===== config.mk =====
export PLATFORM = sky130hd
export DESIGN_NAME = adder_accumulate_ctrl_flat
export DESIGN_NICKNAME = d
export VERILOG_FILES = /design/src/rtl/adder_accumulate_ctrl_if.sv /design/src/rtl/adder_accumulate_ctrl.sv /design/src/flat_wrapper.sv
export SDC_FILE = /design/constraint.sdc
export NUM_CORES = 1
export LEC_CHECK = 0
export CAP_MARGIN = 40
export CORE_UTILIZATION = 47
export DETAILED_ROUTE_END_ITERATION = 12
export GPL_TIMING_DRIVEN = 0
export PLACE_DENSITY = 0.81
export SKIP_LAST_GASP = 1
export SLEW_MARGIN = 25
export SYNTH_ARGS = -nofsm -noshare
export SYNTH_HDL_FRONTEND = slang
export SYNTH_SLANG_ARGS = --single-unit

===== constraint.sdc =====
create_clock -name clk -period 2.2 [get_ports clk]
set_input_delay 0.22 -clock clk [delete_from_list [all_inputs] [get_ports clk]]
set_output_delay 0.22 -clock clk [all_outputs]
set_load 0.02 [all_outputs]

===== src/rtl/adder_accumulate_ctrl_if.sv =====
// Operand-in and result-out valid/ready handshakes for the adder accumulate controller.
// The slave modport is the controller's view; the master modport is the view of its environment.
interface adder_accumulate_ctrl_if;
  logic        in_valid;
  logic        in_ready;
  logic [63:0] in_data;
  logic        in_sub;
  logic        in_clr;
  logic        out_valid;
  logic        out_ready;
  logic [63:0] out_sum;
  logic        out_carry;
  logic        out_ovf;

  modport slave (
    input  in_valid, in_data, in_sub, in_clr, out_ready,
    output in_ready, out_valid, out_sum, out_carry, out_ovf
  );

  modport master (
    output in_valid, in_data, in_sub, in_clr, out_ready,
    input  in_ready, out_valid, out_sum, out_carry, out_ovf
  );
endinterface


===== src/rtl/adder_accumulate_ctrl.sv =====
// Sequencing and accumulation controller for an external combinational 64-bit adder.
// Drives the adder operands from registers, captures the sum into the accumulator, and returns sum/carry/overflow.
//
// state | meaning
// IDLE  | in_ready high; accepts one operand and loads add_a/add_b/add_c0
// CALC  | adder operands stable; sum, carry and overflow captured at the closing edge
// RESP  | result held on the out handshake until out_ready
module adder_accumulate_ctrl #(
  parameter int CNT_W = 16
) (
  input  logic                          clk,
  input  logic                          rst_n,
  adder_accumulate_ctrl_if.slave        bus,
  output logic [63:0]                   add_a,
  output logic [63:0]                   add_b,
  output logic                          add_c0,
  input  logic [63:0]                   add_sum,
  output logic [CNT_W-1:0]              op_count
);

  typedef enum logic [1:0] {
    IDLE = 2'd0,
    CALC = 2'd1,
    RESP = 2'd2
  } state_t;

  state_t             state_q,     state_d;
  logic [63:0]        acc_q,       acc_d;
  logic [63:0]        add_a_q,     add_a_d;
  logic [63:0]        add_b_q,     add_b_d;
  logic               add_c0_q,    add_c0_d;
  logic [63:0]        out_sum_q,   out_sum_d;
  logic               out_carry_q, out_carry_d;
  logic               out_ovf_q,   out_ovf_d;
  logic               out_valid_q, out_valid_d;
  logic               in_ready_q,  in_ready_d;
  logic [CNT_W-1:0]   op_count_q,  op_count_d;

  logic a63, b63, s63;

  assign a63 = add_a_q[63];
  assign b63 = add_b_q[63];
  assign s63 = add_sum[63];

  always_comb begin
    state_d     = state_q;
    acc_d       = acc_q;
    add_a_d     = add_a_q;
    add_b_d     = add_b_q;
    add_c0_d    = add_c0_q;
    out_sum_d   = out_sum_q;
    out_carry_d = out_carry_q;
    out_ovf_d   = out_ovf_q;
    out_valid_d = out_valid_q;
    in_ready_d  = in_ready_q;
    op_count_d  = op_count_q;

    case (state_q)
      IDLE: begin
        if (bus.in_valid) begin
          add_a_d    = bus.in_clr ? 64'd0 : acc_q;
          add_b_d    = bus.in_sub ? ~bus.in_data : bus.in_data;
          add_c0_d   = bus.in_sub;
          in_ready_d = 1'b0;
          state_d    = CALC;
        end
      end
      CALC: begin
        // Carry-out is rebuilt from the MSBs since the adder only exposes a 64-bit sum.
        acc_d       = add_sum;
        out_sum_d   = add_sum;
        out_carry_d = (a63 & b63) | ((a63 | b63) & ~s63);
        out_ovf_d   = (a63 == b63) & (s63 != a63);
        out_valid_d = 1'b1;
        state_d     = RESP;
      end
      RESP: begin
        if (bus.out_ready) begin
          out_valid_d = 1'b0;
          op_count_d  = op_count_q + CNT_W'(1);
          in_ready_d  = 1'b1;
          state_d     = IDLE;
        end
      end
      default: begin
        out_valid_d = 1'b0;
        in_ready_d  = 1'b1;
        state_d     = IDLE;
      end
    endcase
  end

  always_ff @(posedge clk or negedge rst_n) begin
    if (!rst_n) begin
      state_q     <= IDLE;
      acc_q       <= '0;
      add_a_q     <= '0;
      add_b_q     <= '0;
      add_c0_q    <= 1'b0;
      out_sum_q   <= '0;
      out_carry_q <= 1'b0;
      out_ovf_q   <= 1'b0;
      out_valid_q <= 1'b0;
      in_ready_q  <= 1'b1;
      op_count_q  <= '0;
    end else begin
      state_q     <= state_d;
      acc_q       <= acc_d;
      add_a_q     <= add_a_d;
      add_b_q     <= add_b_d;
      add_c0_q    <= add_c0_d;
      out_sum_q   <= out_sum_d;
      out_carry_q <= out_carry_d;
      out_ovf_q   <= out_ovf_d;
      out_valid_q <= out_valid_d;
      in_ready_q  <= in_ready_d;
      op_count_q  <= op_count_d;
    end
  end

  assign add_a         = add_a_q;
  assign add_b         = add_b_q;
  assign add_c0        = add_c0_q;
  assign op_count      = op_count_q;
  assign bus.in_ready  = in_ready_q;
  assign bus.out_valid = out_valid_q;
  assign bus.out_sum   = out_sum_q;
  assign bus.out_carry = out_carry_q;
  assign bus.out_ovf   = out_ovf_q;

endmodule


===== src/flat_wrapper.sv =====
// flat-port wrapper written by rule: the top's interface ports become plain ports
module adder_accumulate_ctrl_flat 
#(
  parameter int CNT_W = 16
)
  (clk, rst_n, add_a, add_b, add_c0, add_sum, op_count, bus_in_valid, bus_in_data, bus_in_sub, bus_in_clr, bus_out_ready, bus_in_ready, bus_out_valid, bus_out_sum, bus_out_carry, bus_out_ovf);
  adder_accumulate_ctrl_if bus_i ();
  input  logic clk;
  input  logic rst_n;
  output logic [63:0] add_a;
  output logic [63:0] add_b;
  output logic add_c0;
  input  logic [63:0] add_sum;
  output logic [CNT_W-1:0] op_count;
  input wire logic [$bits(bus_i.in_valid)-1:0] bus_in_valid;
  input wire logic [$bits(bus_i.in_data)-1:0] bus_in_data;
  input wire logic [$bits(bus_i.in_sub)-1:0] bus_in_sub;
  input wire logic [$bits(bus_i.in_clr)-1:0] bus_in_clr;
  input wire logic [$bits(bus_i.out_ready)-1:0] bus_out_ready;
  output wire logic [$bits(bus_i.in_ready)-1:0] bus_in_ready;
  output wire logic [$bits(bus_i.out_valid)-1:0] bus_out_valid;
  output wire logic [$bits(bus_i.out_sum)-1:0] bus_out_sum;
  output wire logic [$bits(bus_i.out_carry)-1:0] bus_out_carry;
  output wire logic [$bits(bus_i.out_ovf)-1:0] bus_out_ovf;
  assign bus_i.in_valid = bus_in_valid;
  assign bus_i.in_data = bus_in_data;
  assign bus_i.in_sub = bus_in_sub;
  assign bus_i.in_clr = bus_in_clr;
  assign bus_i.out_ready = bus_out_ready;
  assign bus_in_ready = bus_i.in_ready;
  assign bus_out_valid = bus_i.out_valid;
  assign bus_out_sum = bus_i.out_sum;
  assign bus_out_carry = bus_i.out_carry;
  assign bus_out_ovf = bus_i.out_ovf;
  adder_accumulate_ctrl #(.CNT_W(CNT_W)) u_core (.clk(clk), .rst_n(rst_n), .bus(bus_i), .add_a(add_a), .add_b(add_b), .add_c0(add_c0), .add_sum(add_sum), .op_count(op_count));
endmodule

## Yosys cells after proc, flatten, opt, wreduce, memory -nomap -nowiden

Index checks and enable logic that the tools add are counted.

- Add/sub/neg operators: 1
- Equality and inequality tests: 6
- Muxes and demuxes: 10
- Bitwise operators: 9
- Reductions and logical operators: 6

Operators by type and width:

| kind | count |
|---|---|
| 64-bit two-way mux | 2 |
| 64-bit inverter | 1 |
| 16-bit by 1-bit adder with 16-bit output (second input constant) | 1 |
| 2-bit AND reduction | 4 |
| 1-bit one-hot mux with 3 select lines | 2 |
| 2-bit one-hot mux with 3 select lines | 1 |
| 2-bit two-way mux | 2 |
| 2-bit inequality test (second input constant) | 2 |
| 1-bit AND | 3 |
| 1-bit two-way mux | 3 |
| 1-bit inverter | 3 |
| 3-bit AND reduction | 1 |
| 2-bit by 1-bit == test with 1-bit output (second input constant) | 1 |
| 2-bit == test (second input constant) | 1 |
| 2-bit zero test | 1 |
| 1-bit bitwise OR | 2 |
| 1-bit == test | 1 |
| 1-bit inequality test | 1 |

- Register bits after elaboration: 215
- Input port bits: 134
- Output and inout port bits: 213
- Word-level logic and storage cells: 42

## Logic depth before layout (Yosys ltp)

Gate-level depths: netlist of run 1.

- Word-level depth: 3
- Gate-level depth with buffers: 7
- Gate-level depth less buffers: 5

## Worst setup path after synthesis of run 1

Ideal clock, no wire load.

- Path kind: reg2reg
- From: register u_core.op_count_q[0], in the netlist u_core.op_count[0]
- To: register u_core.op_count_q[6], in the netlist u_core.op_count[6]
- Library setup time: 132 ps
- Arrival: 1224 ps
- Required time: 2068 ps
- Path slack: 843 ps
- Stages on the path, launching flop included: 5
- Path buffers: 0
- Clock period less this slack: 1357 ps
- Cells stage by stage: dfrtp_1 > ha_1 > and4_4 > and3_4 > xor2_2

- Cells in the longest elaborated chain, start to end: 1

Ends and longest elaborated chain:

| what | line | text |
|---|---|---|
| start, declared | adder_accumulate_ctrl.sv:37 | `logic [CNT_W-1:0] op_count_q, op_count_d;` |
| start signal, assigned | adder_accumulate_ctrl.sv:117 | `op_count_q <= op_count_d;` |
| 16-bit by 1-bit adder with 16-bit output | adder_accumulate_ctrl.sv:80 | `op_count_d = op_count_q + CNT_W'(1);` |

Every way passes these cells.
A chain may end at the register's enable or synchronous reset.

## Final worst setup path of run 1

- From: register u_core.in_ready_q, in the netlist u_core.bus.in_ready
- To: output port bus_in_ready

RTL lines:

| what | line | text |
|---|---|---|
| start, declared | adder_accumulate_ctrl.sv:36 | `logic in_ready_q, in_ready_d;` |
| start signal, assigned | adder_accumulate_ctrl.sv:116 | `in_ready_q <= in_ready_d;` |
| end, declared | flat_wrapper.sv:20 | `output wire logic [$bits(bus_i.in_ready)-1:0] bus_in_ready;` |

No word-level cell between the ends.

==> flow_summary.toml, run 1 <==
[final_layout]
drive_above_1_share = 0.0690
seq_area_um2 = 5380
nFillCells = 1362
multi_input_comb_area_um2 = 3260
nNetsFinal = 1425
area_growth_pct = 50.9

[global_routing]
antenna_found_initial = 1
grt_first_pass_wirelength_um = 42200
track_usage = 0.276
overflow = 0
grt_max_degree = 89
grt_pass1_vias = 7887

[timing]
fin_crit_sh = 0.869
hold_viol = 0
finalCriticalPeriod_ps = 1910
relSlewSlack = 0.639
slew_violations = 0
fmax_ghz = 0.523
finalSetupViolCount = 0
tightest_slew_ps = 542
finalWorstSetupSlack_ps = 287
fin_hold_ws_ps = 149
clock_skew_ps = 10.2
rsz0062_at_grt = "no"

[route]
wl_met2_um = 13300
via_per_inst = 5.02
num_vias = 7721
routed.top_layer = "met4"
first_pass_iters = 5
wirelength_um = 27000
ant_nets = 0
drt-initial-drc-count = 299
wl_per_cell_um = 17.6
dr_wl_met3_um = 2330
wl_met1_um = 10300
drcViolationCount = 0

[logic_synthesis]
synth_top_area_share = 0.601
synth_most_common_cell = "nand2_1"
async_reset_ff_frac = 1.00
ys_ff_latch = 215
synth_edf_count = 0
synth_top_area_cell = "dfrtp_1"
netlist_area_um2 = 8920
synth_cells = 915
yosys_warnings = 0
synth_nets = 1052
synth_area_leaders = "dfrtp_1, nand2_1, xnor2_1"
avgSynthCellArea_um2 = 9.74
synthFlopType = "dfrtp_1"
yosysSeqAreaShare = 0.604
ys_types = 30
synthTopCellsByCount = "nand2_1, dfrtp_1, xnor2_1"

[job]
cap_violations = 0

[critical_path]
worst_ep_arrival_time_ps = 1690
r2r_setup_slack_ps = 500
rr_startpoint = "u_core.state_q[0]$_DFFE_PN0P_"
critPathCaptureType = "primary output"
critPathRequiredTime_ps = 1980
path_cells = "clkdlybuf4s50_1"
critPathBufInv = 1
crit_path_max_incr_delay_ps = 660
rr_endpoint = "u_core.add_b[1]$_DFFE_PN0P_"
reg2reg_depth = 5
worstSetupPathType = "flop to primary output"
crit_family = "buffers and inverters"
path_max_fanout = 3
worstSetupStartpointType = "flop"
cp_slowest_cell = "clkdlybuf4s50_1"

[floorplanning]
dieWidth_um = 140
ios = 347
placementRows = 50
start_util = 0.478
core_um2 = 18600
die_area_um2 = 19500
die-height_um = 140

[worst_hold_path]
min_path_cells = 3
holdPathEnd = "u_core.add_b[29]$_DFFE_PN0P_"
min_path_type = "primary input to flop"
min_from = "bus_in_sub"

[power]
cellPowerDensity_nw_per_um2 = 1530
irDropWorstVdd_mv = 0.793
power.leakage_uw = 0.00615

[clock_tree]
clock_latency_ps = 500
post_cts_buffers = 0
clkSinkCount = 215
ctsLongestPathBuffers = 3
cts_resized = 0
cts_tree = "yes"
clk_pin_slew_ps = 60
cts-root-buf = "clkbuf_16"
cts_buffers = 23
h-tree-depth = 1

[place]
portBuffers = 345
pre_cts_ws_ps = 388
gp_congestion = 0.808
dp_hpwl_um = 19500

[run_status]
status = "completed"
routing by layer:
layer,vias to the layer above,track usage
met5,-,0
met2,311,0.474
met4,0,0.124
li1,3658,-
met1,3679,0.322
met3,73,0.0760
cell families after synthesis:
| group | count (synthesis) | share of synthesized area |
|---|---|---|
| AND/OR/NAND/NOR | 486 | 0.240 |
| XOR/XNOR | 80 | 0.0794 |
| adder cells (fa/ha/maj) | 3 | 0.00421 |
| AO/OA/AOI/OAI | 72 | 0.0415 |
| flip-flops | 215 | 0.604 |
| buffers and inverters | 59 | 0.0310 |
per-stage QoR:
stage          instance area (um^2)  cells   TNS, ps  total power [uW]   util
6_report                      13500   1539         0             20600  0.722
4_1_cts                       13500   1538         0             20700  0.722
5_1_grt                       13500   1539         0             21700  0.722
3_3_place_gp                  12700   1494  -1754240             16700  0.679
2_1_floorplan                  8920    915         0             11700      -
3_5_place_dp                  12700   1496         0             16900  0.682
repair_timing:
action	CTS	global route
hold buffers	1	0
endpoints found under the setup margin	0	0
hold endpoints to repair	64	0
report_power, final:
part	total [uW]	internal [uW]	leakage [uW]	switching [uW]
Clock	3690	2130	0.000359	1560
Combinational	9820	4370	0.00315	5460
Sequential	7090	5800	0.00264	1290
Total	20600	12300	0.00615	8310
sequential cells by signal, indices dropped and copies added, names as in the netlist:
name	flops
u_core.acc_q	64
u_core.add_a	64
u_core.add_b	64
u_core.op_count	16
u_core.state_q	2
u_core.add_c0	1
u_core.bus.in_ready	1
u_core.bus.out_carry	1
u_core.bus.out_ovf	1
u_core.bus.out_valid	1
cell type report:
type | count | share of cell area
flip-flops and latches | 215 | 0.400
repair buffers | 348 | 0.262
multi-input cells | 641 | 0.242
clock buffers | 33 | 0.0500
well taps | 234 | 0.0218
plain buffers | 55 | 0.0194
clock inverters | 8 | 0.00344
inverters | 4 | 0.00112
diodes | 1 | 0.000186
worst max-delay path by stage:
stage	cells after the start	start	end
after CTS	1	u_core.bus.in_ready$_DFFE_PN1P_	bus_in_ready
after global placement	1	rst_n	u_core.add_b[38]$_DFFE_PN0P_
after floorplan	4	u_core.op_count[0]$_DFFE_PN0P_	u_core.op_count[6]$_DFFE_PN0P_
after detailed placement	5	bus_out_ready	u_core.op_count[15]$_DFFE_PN0P_
final	1	u_core.bus.in_ready$_DFFE_PN1P_	bus_in_ready
after global routing	1	u_core.bus.in_ready$_DFFE_PN1P_	bus_in_ready
cell usage in the layout, fill, tap and decap left out, types with 2 or more instances in the layout:
cell / synthesis / final
xnor2_1: 77 / 77
clkbuf_1: 15 / 19
nand3_1: 4 / 4
dfrtp_1: 214 / 214
nand2_1: 331 / 331
clkinv_2: 0 / 6
ha_1: 3 / 3
buf_4: 2 / 2
nand3b_1: 66 / 66
nand4_1: 7 / 7
clkbuf_16: 0 / 23
buf_16: 0 / 2
inv_1: 3 / 3
clkbuf_8: 0 / 6
nor2_1: 69 / 69
o21ai_0: 4 / 4
buf_2: 38 / 38
clkdlybuf4s50_1: 0 / 344
a21oi_1: 65 / 65
xor2_1: 2 / 2
Power figures use the tool's default switching activity.
==> run 2, diff against run 1 <==
Settings changed: MAX_ROUTING_LAYER set to met4.
Clock period 2.2 ns to 2.27 ns, I/O delays scaled along.
==> run 2 against run 1 <==
Compared with the run above:
- clock skew about the same
- via count about the same
- final cell count unchanged
- critical path depth unchanged
- die area unchanged
- total power decreased by 3.2%
- count of clock-buffer cells in the layout unchanged
- final area unchanged
- core utilization unchanged
- worst hold slack improved by 13 ps
- setup slack improved by 63 ps
- non-clock buffer count unchanged
- critical path type unchanged
- largest cell class unchanged
- highest routed layer unchanged
==> flow_summary.toml, run 2 (same netlist as run 1, synthesis figures left out) <==
[power]
power.leakage_uw = 0.00615
pwr-share-comb = 0.477
p_int_uw = 11900
irDropWorstVdd_mv = 0.769
p_switching_uw = 8040
p_seq_frac = 0.344
switching_share = 0.403
cellPowerDensity_nw_per_um2 = 1480
clkPwrFrac = 0.179

[critical_path]
worstSetupPathType = "flop to primary output"
critPathCaptureType = "primary output"
rr_endpoint = "u_core.add_b[1]$_DFFE_PN0P_"
cp_num_cells = 1
worst_ep_arrival_time_ps = 1690
crit_family = "buffers and inverters"
cp_slowest_cell = "clkdlybuf4s50_1"
critPathRequiredTime_ps = 2040
path_max_fanout = 3
crit_path_max_incr_delay_ps = 660
r2r_setup_slack_ps = 580
worstSetupStartpointType = "flop"
rr_startpoint = "u_core.state_q[0]$_DFFE_PN0P_"
reg2reg_depth = 5
critPathBufInv = 1
path_cells = "clkdlybuf4s50_1"

[global_routing]
track_usage = 0.285
antenna_found_initial = 1
grt_max_degree = 89
overflow = 0
grt_first_pass_wirelength_um = 42100
grt_pass1_vias = 7908

[timing]
fmax_ghz = 0.521
finalSetupViolCount = 0
tightest_slew_ps = 538
fin_crit_sh = 0.845
hold_viol = 0
slew_violations = 0
rsz0062_at_grt = "no"
finalCriticalPeriod_ps = 1920
finalWorstSetupSlack_ps = 351
fin_tns_setup_ps = 0
relSlewSlack = 0.641
clock_skew_ps = 10.3

[route]
via_per_inst = 5.02
ant_nets = 0
wirelength_um = 27000
wl_per_cell_um = 17.5
drt-initial-drc-count = 265
drcViolationCount = 0
num_vias = 7723
first_pass_iters = 4

[clock_tree]
cts_resized = 0
cts_buffers = 23
clock_latency_ps = 500
cts-root-buf = "clkbuf_16"
clkSinkCount = 215
hold_buffers = 1
cts_tree = "yes"
clk_pin_slew_ps = 60
h-tree-depth = 1
ctsLongestPathBuffers = 3
post_cts_buffers = 0

[final_layout]
multi_input_comb_area_um2 = 3260
nNetsFinal = 1425
seq_area_um2 = 5380
final_cell_mix = "clkdlybuf4s50_1, nand2_1, dfrtp_1, xnor2_1, nor2_1"
area_growth_pct = 50.9
nFillCells = 1362
layout_commonest_cell = "clkdlybuf4s50_1"
drive_above_1_share = 0.0690

[run_status]
status = "completed"

[floorplanning]
placementRows = 50
dieWidth_um = 140
die-height_um = 140
ios = 347
die_area_um2 = 19500
start_util = 0.478
core_um2 = 18600

[worst_hold_path]
holdPathEnd = "u_core.add_b[29]$_DFFE_PN0P_"
min_path_cells = 3
min_path_type = "primary input to flop"
min_from = "bus_in_sub"

[place]
portBuffers = 345
pre_cts_ws_ps = 451
dp_hpwl_um = 19500
gp_congestion = 0.822

[job]
cap_violations = 0
-- run 2: metal layers --
layer / vias to the layer above / wire [um] / track usage
li1: 3659 / - / -
met1: 3666 / 10400 / 0.326
met2: 325 / 13300 / 0.475
met3: 73 / 2130 / 0.0695
met4: 0 / 1110 / 0.124
met5: - / 0 / -
-- run 2: through the flow --
step	hold slack, ps	power, uW	util	std cells	area (um^2)
after global placement	449	16200	0.679	1494	12700
after CTS	140	20100	0.722	1538	13500
after floorplan	-68.6	11300	-	915	8920
after global routing	161	21000	0.722	1539	13500
after detailed placement	215	16400	0.682	1496	12700
final	162	20000	0.722	1539	13500
-- run 2: how the worst max path moves through the flow --
stage                                               start                               to  slack (ps)
after floorplan            u_core.op_count[0]$_DFFE_PN0P_   u_core.op_count[6]$_DFFE_PN0P_         910
after global placement                              rst_n     u_core.add_b[38]$_DFFE_PN0P_       -8130
after detailed placement                    bus_out_ready  u_core.op_count[15]$_DFFE_PN0P_         450
after CTS                 u_core.bus.in_ready$_DFFE_PN1P_                     bus_in_ready         340
after global routing      u_core.bus.in_ready$_DFFE_PN1P_                     bus_in_ready         340
final                     u_core.bus.in_ready$_DFFE_PN1P_                     bus_in_ready         350
-- run 2: tightest hold or removal path, delay by kind of cell --
family          cells  cell delay, ps
buf+inv             1             180
xor+xnor            1             140
compound gates      1              60
-- run 2: area by class of cell --
type                    instances  area share
clock inverters                 8     0.00344
well taps                     234      0.0218
diodes                          1    0.000186
multi-input cells             641       0.242
inverters                       4     0.00112
plain buffers                  55      0.0194
clock buffers                  33      0.0500
flip-flops and latches        215       0.400
repair buffers                348       0.262
-- run 2: power groups by stage --
| stage | Combinational, uW | Sequential (uW) | Clock (uW) |
|---|---|---|---|
| after floorplan | 2440 | 8880 | 0 |
| after global placement | 9320 | 6850 | 0 |
| after detailed placement | 9530 | 6890 | 0 |
| after CTS | 9590 | 6860 | 3620 |
| after global routing | 10200 | 7070 | 3780 |
| final | 9520 | 6870 | 3560 |
